**config.mk**
```make
export PLATFORM = sky130hd
export DESIGN_NAME = state_pack_cit__pack_poly__ctrl
export DESIGN_NICKNAME = d
export VERILOG_FILES = /design/src/rtl/state_pack_cit__pack_poly__ctrl.sv
export SDC_FILE = /design/constraint.sdc
export NUM_CORES = 1
export LEC_CHECK = 0
export ABC_AREA = 1
export BUFFER_PORTS_ARGS = -buffer_cell sky130_fd_sc_hd__buf_2
export CORE_ASPECT_RATIO = 0.6
export CORE_UTILIZATION = 58
export CTS_CLUSTER_SIZE = 24
export DETAILED_ROUTE_END_ITERATION = 16
export HOLD_SLACK_MARGIN = 0.06
export PLACE_DENSITY = 0.79
export SLEW_MARGIN = 20
export SYNTH_ARGS = -nofsm -noshare
export SYNTH_HDL_FRONTEND = slang
export SYNTH_SLANG_ARGS = --single-unit
```
**constraint.sdc**
```tcl
create_clock -name clk -period 1.8 [get_ports clk]
set_input_delay 0.18 -clock clk [delete_from_list [all_inputs] [get_ports clk]]
set_output_delay 0.18 -clock clk [all_outputs]
set_load 0.03 [all_outputs]
```
**src/rtl/state_pack_cit__pack_poly__ctrl.sv**
```systemverilog
// 3-bit coefficient packer for one compressed polynomial.
// Gathers eight 3-bit coefficients, then emits three bytes LSB-first.
// This repeats for KYBER_N/8 groups, then pulses o_done.
//
// state  | meaning
// IDLE   | waiting for i_start, all handshakes low
// GATHER | accepting coefficients into slots c0..c7
// EMIT   | presenting packed bytes b0..b2 to the byte buffer
// DONE   | one-cycle end-of-polynomial pulse
module state_pack_cit__pack_poly__ctrl #(
    parameter  int KYBER_N            = 256,
    parameter  int i_Width            = 8,
    parameter  int o_Ciphertext_Width = 8,
    localparam int NBYTES             = KYBER_N * 3 / 8,
    localparam int IDX_W              = $clog2(NBYTES)
) (
    input  logic                          clk,
    input  logic                          rst,
    input  logic                          i_start,
    input  logic [i_Width-1:0]            i_coeff,
    input  logic                          i_coeff_valid,
    output logic                          o_coeff_ready,
    output logic [o_Ciphertext_Width-1:0] o_byte,
    output logic                          o_byte_valid,
    input  logic                          i_byte_ready,
    output logic [IDX_W-1:0]              o_byte_idx,
    output logic                          o_busy,
    output logic                          o_done
);

    localparam int                NGRP     = KYBER_N / 8;
    localparam int                GRP_W    = (NGRP > 1) ? $clog2(NGRP) : 1;
    localparam logic [GRP_W-1:0]  GRP_LAST = GRP_W'(NGRP - 1);

    typedef enum logic [1:0] {
        S_IDLE   = 2'd0,
        S_GATHER = 2'd1,
        S_EMIT   = 2'd2,
        S_DONE   = 2'd3
    } state_t;

    state_t                          r_state;
    logic [7:0][2:0]                 r_c;
    logic [2:0]                      r_coeff_cnt;
    logic [1:0]                      r_emit_cnt;
    logic [GRP_W-1:0]                r_grp_cnt;
    logic [IDX_W-1:0]                r_byte_idx;
    logic [o_Ciphertext_Width-1:0]   r_byte;
    logic                            r_coeff_ready;
    logic                            r_byte_valid;
    logic                            r_busy;
    logic                            r_done;

    logic [7:0] w_b0;
    logic [7:0] w_b1;
    logic [7:0] w_b2;

    // Only the low three coefficient bits carry data; the rest are dropped on purpose.
    logic w_unused_coeff_hi;
    assign w_unused_coeff_hi = ^i_coeff[i_Width-1:3];

    // Packed byte candidates; bits shifted past bit 7 fall off the 8-bit result.
    always_comb begin
        w_b0 = {5'b0, r_c[0]} | ({5'b0, r_c[1]} << 3) | ({5'b0, r_c[2]} << 6);
        w_b1 = ({5'b0, r_c[2]} >> 2) | ({5'b0, r_c[3]} << 1) |
               ({5'b0, r_c[4]} << 4) | ({5'b0, r_c[5]} << 7);
        w_b2 = ({5'b0, r_c[5]} >> 1) | ({5'b0, r_c[6]} << 2) | ({5'b0, r_c[7]} << 5);
    end

    // Sequencer with registered handshakes, byte, index and status outputs.
    always_ff @(posedge clk) begin
        if (rst) begin
            r_state       <= S_IDLE;
            r_c           <= '0;
            r_coeff_cnt   <= '0;
            r_emit_cnt    <= '0;
            r_grp_cnt     <= '0;
            r_byte_idx    <= '0;
            r_byte        <= '0;
            r_coeff_ready <= 1'b0;
            r_byte_valid  <= 1'b0;
            r_busy        <= 1'b0;
            r_done        <= 1'b0;
        end else begin
            r_done <= 1'b0;
            case (r_state)
                S_IDLE: begin
                    if (i_start) begin
                        r_state       <= S_GATHER;
                        r_coeff_ready <= 1'b1;
                        r_busy        <= 1'b1;
                        r_coeff_cnt   <= '0;
                        r_grp_cnt     <= '0;
                        r_byte_idx    <= '0;
                    end
                end
                S_GATHER: begin
                    if (i_coeff_valid && r_coeff_ready) begin
                        r_c[r_coeff_cnt] <= i_coeff[2:0];
                        r_coeff_cnt      <= r_coeff_cnt + 3'd1;
                        if (r_coeff_cnt == 3'd7) begin
                            // c0..c2 are already held, so b0 can be loaded now.
                            r_state       <= S_EMIT;
                            r_coeff_ready <= 1'b0;
                            r_byte_valid  <= 1'b1;
                            r_byte        <= w_b0;
                            r_emit_cnt    <= '0;
                        end
                    end
                end
                S_EMIT: begin
                    if (r_byte_valid && i_byte_ready) begin
                        r_emit_cnt <= r_emit_cnt + 2'd1;
                        case (r_emit_cnt)
                            2'd0: begin
                                r_byte     <= w_b1;
                                r_byte_idx <= r_byte_idx + 1'b1;
                            end
                            2'd1: begin
                                r_byte     <= w_b2;
                                r_byte_idx <= r_byte_idx + 1'b1;
                            end
                            default: begin
                                r_byte_valid <= 1'b0;
                                r_byte       <= '0;
                                if (r_grp_cnt == GRP_LAST) begin
                                    // Index parks at 0 rather than stepping past the last byte.
                                    r_state    <= S_DONE;
                                    r_done     <= 1'b1;
                                    r_byte_idx <= '0;
                                end else begin
                                    r_state       <= S_GATHER;
                                    r_grp_cnt     <= r_grp_cnt + 1'b1;
                                    r_coeff_ready <= 1'b1;
                                    r_coeff_cnt   <= '0;
                                    r_byte_idx    <= r_byte_idx + 1'b1;
                                end
                            end
                        endcase
                    end
                end
                S_DONE: begin
                    r_state <= S_IDLE;
                    r_busy  <= 1'b0;
                end
                default: begin
                    r_state <= S_IDLE;
                end
            endcase
        end
    end

    assign o_coeff_ready = r_coeff_ready;
    assign o_byte        = r_byte;
    assign o_byte_valid  = r_byte_valid;
    assign o_byte_idx    = r_byte_idx;
    assign o_busy        = r_busy;
    assign o_done        = r_done;

endmodule

```
==> flow_summary.toml <==
[synth]
synthCells = 385
synth-simple-area-share_pct = 35.4
synth_xor_area_share_pct = 0
synthAdderAreaFrac_pct = 3.18
synth_fp_nets = 405
ys_ff_latch = 55
synth_compound_area_share_pct = 13.3
synth_top_family_by_area = "simple AND/OR/NAND/NOR gates"
synthMuxAreaShare_pct = 0
avgSynthCellArea_um2 = 7.15
synth_top_cell_area_share_pct = 40.0
synth_edf_count = 0
synth-seq-area-share_pct = 40.0
synth_top_area_cell = "dfxtp_1"
synth_flop_cell = "dfxtp_1"
yosysWarningCount = 0
synth.area.top_cells = "dfxtp_1 (40%), nand2_1 (12%), nor2_1 (9.1%)"
ys_async_sr_fraction_pct = 0
synthesis.area_mm2 = 0.00275
synth.distinct_cells = 32

[critical_path]
ff2ff_setup_slack_ps = 110
cp_slowest_stage_delay_ps = 350
crit-reg2reg-launch = "r_grp_cnt[1]$_SDFFE_PP0P_"
crit_type = "reg -> reg"
cp_top_family = "simple AND/OR/NAND/NOR gates"
critPathLaunch = "r_grp_cnt[1]$_SDFFE_PP0P_"
crit_slowest_cell = "dfxtp_1"
r2r-end = "r_grp_cnt[4]$_SDFFE_PP0P_"
crit_path_start_kind = "register"
cp.arrival_ps = 1880
endpoint = "r_grp_cnt[4]$_SDFFE_PP0P_"
path_buf_inv = 0
path_cells = "ha_1 > nand2_1 > nor2_1 > ha_1 > a21oi_2 > nand3_1 > nor2_4 > nand2_1 > nand2_1 > nor2_1"
cp_max_fo = 5
r2r.worst_path.cells = 10
crit_cells = 10
cp_common_cell = "nand2_1"
critPathCaptureType = "register"
cp.required_ps = 1990

[final_layout]
multi_input_area_mm2 = 0.00145
nets = 436
drive_gt1_share_pct = 18.8
regArea_mm2 = 0.00110
syn_to_final_growth_pct = 11.4
n_antenna_cell = 0
n_fill_cell = 364
design_area_mm2 = 0.00307
layoutNonFillerInstCount = 476

[pwr]
p_clk_share_pct = 23.2
combinationalPowerShare_pct = 29.4
ir_worst_vdd_uv = 483
power.density_mw_per_mm2 = 963
seq_power_share_pct = 47.4
cell_internal_pwr_mw = 1.87
swShare_pct = 36.6
switchingPower_mw = 1.08
leakage_nw = 1.41

[outcome]
status = "finished clean"

[global_routing]
grtUsageMet3_pct = 4.68
grt_pass1_vias = 2220
grt_max_degree = 35
grt_pass1_wl_um = 10100
grt_antenna_before_repair = 0
met2_usage_pct = 38.2
top_usage_layer = "met2"
grt_overflow = 0
gr-usage-all-layers_pct = 25.0
use_met1_pct = 36.9

[clocking]
cts_tree = "yes"
insertion_delay_ps = 300
post-cts-setup-buffer-count = 0
h-tree-depth = 2
cts_buffer_depth = 2
hold_buffers = 0
clkTransAtPathRegs_ps = 90
clock-root-buffer = "clkbuf_8"
ctsResizeCount = 1
cts.sinks = 55
numCtsBuffers = 5

[timing]
tightestPinTransition_ps = 579
slew_headroom_pct = 61.3
skew_ps = 6.04
finalSetupViolations = 0
hold_viol = 0
max_freq_mhz = 591
period_share_pct = 94.0
maxSlewViolCount = 0
rsz0062_at_grt = "true"
fin_crit_ps = 1690

[detailed_routing]
via_per_inst = 5.22
ant_nets = 0
first_pass_iters = 4
wl_um = 5940
drt_iter0_drc = 149
num_vias = 2483
wl_per_cell_um = 12.5
drc = 0

[die]
die-height_um = 55.4
die_area_mm2 = 0.00503
core-area_mm2 = 0.00432
row_count = 18
die_x_um = 90.9
ios = 32
start_util_pct = 63.7

[place]
place_congestion = 0.879
port-buffer-count = 26
place_hpwl_um = 4410
place_inst = 469
dpl-instance-area_mm2 = 0.00295

[run]
maxCapViolCount = 0

[hold_path]
hp-class = "in -> reg"
==> cell usage in the layout, fill, tap and decap left out, types with 7 or more instances in the layout <==
master,instances
ha_1,7
inv_1,27
buf_2,26
buf_4,9
o21ai_0,36
nand2_4,7
nor2_1,66
nand2_1,87
nand3_1,15
a21oi_1,29
dfxtp_1,55
==> worst min path at each step <==
stage	depth (start not counted)	from	slack (ps)	to
floorplan	2	i_coeff[0]	340	r_c[3]$_SDFFE_PP0P_
global placement	2	r_c[10]$_SDFFE_PP0P_	430	r_c[10]$_SDFFE_PP0P_
detailed placement	2	r_c[12]$_SDFFE_PP0P_	440	r_c[12]$_SDFFE_PP0P_
CTS	3	i_start	190	o_busy$_SDFFE_PP0P_
global route	3	i_start	200	o_busy$_SDFFE_PP0P_
finish	3	i_start	190	o_busy$_SDFFE_PP0P_
==> metal layers <==
metal	routed length [um]	vias to the layer above
li1	-	1294
met1	3040	1119
met2	2490	65
met3	373	5
met4	40	0
met5	0	-
==> worst register-to-register path: stages (launching register included) <==
cell and delay, ps:
dfxtp_1 350, ha_1 200, nand2_1 80, nor2_1 40, ha_1 220, a21oi_2 190
nand3_1 150, nor2_4 180, nand2_1 80, nand2_1 70, nor2_1 40
==> power by group through the flow <==
| stage | combinational [mW] | sequential [mW] | clock [mW] |
|---|---|---|---|
| after global routing | 0.964 | 1.41 | 0.746 |
| after detailed placement | 0.824 | 1.42 | 0 |
| after global placement | 0.792 | 1.42 | 0 |
| final | 0.868 | 1.40 | 0.686 |
| after CTS | 0.831 | 1.40 | 0.694 |
| after floorplan | 0.646 | 1.42 | 0 |
==> cell usage after synthesis, types with 2 or more instances <==
library cell / count
a21oi_1: 30
buf_2: 3
buf_6: 3
clkbuf_1: 4
clkinv_1: 2
dfxtp_1: 55
ha_1: 7
inv_1: 27
inv_2: 5
nand2_1: 88
nand2_2: 5
nand2_4: 7
nand3_1: 15
nand3_2: 3
nand4_1: 2
nor2_1: 67
nor2_4: 2
nor2_8: 3
nor3_1: 6
o21ai_0: 37
o21ai_1: 3
==> stage by stage <==
step,hold slack [ps],power [mW],util [%],TNS [ps],setup WS (ps)
CTS,187,2.92,70.4,0,64.5
detailed placement,442,2.25,68.3,0,2.75
finish,194,2.95,70.9,0,108
global placement,434,2.21,68.3,0,119
floorplan,343,2.06,-,0,224
global route,200,3.12,70.9,-53.3,-32.0
==> cell families after synthesis <==
family | count (synthesis)
compound gates | 72
fa+ha+maj | 7
flops | 55
simple gates | 203
buf+inv | 48
==> registers in the layout, indices dropped and copies added, names as in the netlist <==
| register | cells |
|---|---|
| r_grp_cnt | 5 |
| o_busy | 1 |
| r_emit_cnt | 2 |
| r_coeff_cnt | 3 |
| r_state | 2 |
| o_byte_idx | 7 |
| o_coeff_ready | 1 |
| o_byte_valid | 1 |
| o_done | 1 |
| r_c | 24 |
| o_byte | 8 |
==> area by class of cell <==
cell class                 instances  area share, %
clock buffer                       6           2.69
clock inverter                     1          0.163
inverter                          37           4.98
multi-input combinational        282           47.3
sequential                        55           35.9
tap                               60           2.45
timing repair buffer              35           6.45
No activity file was read; power rests on OpenSTA's default activity.
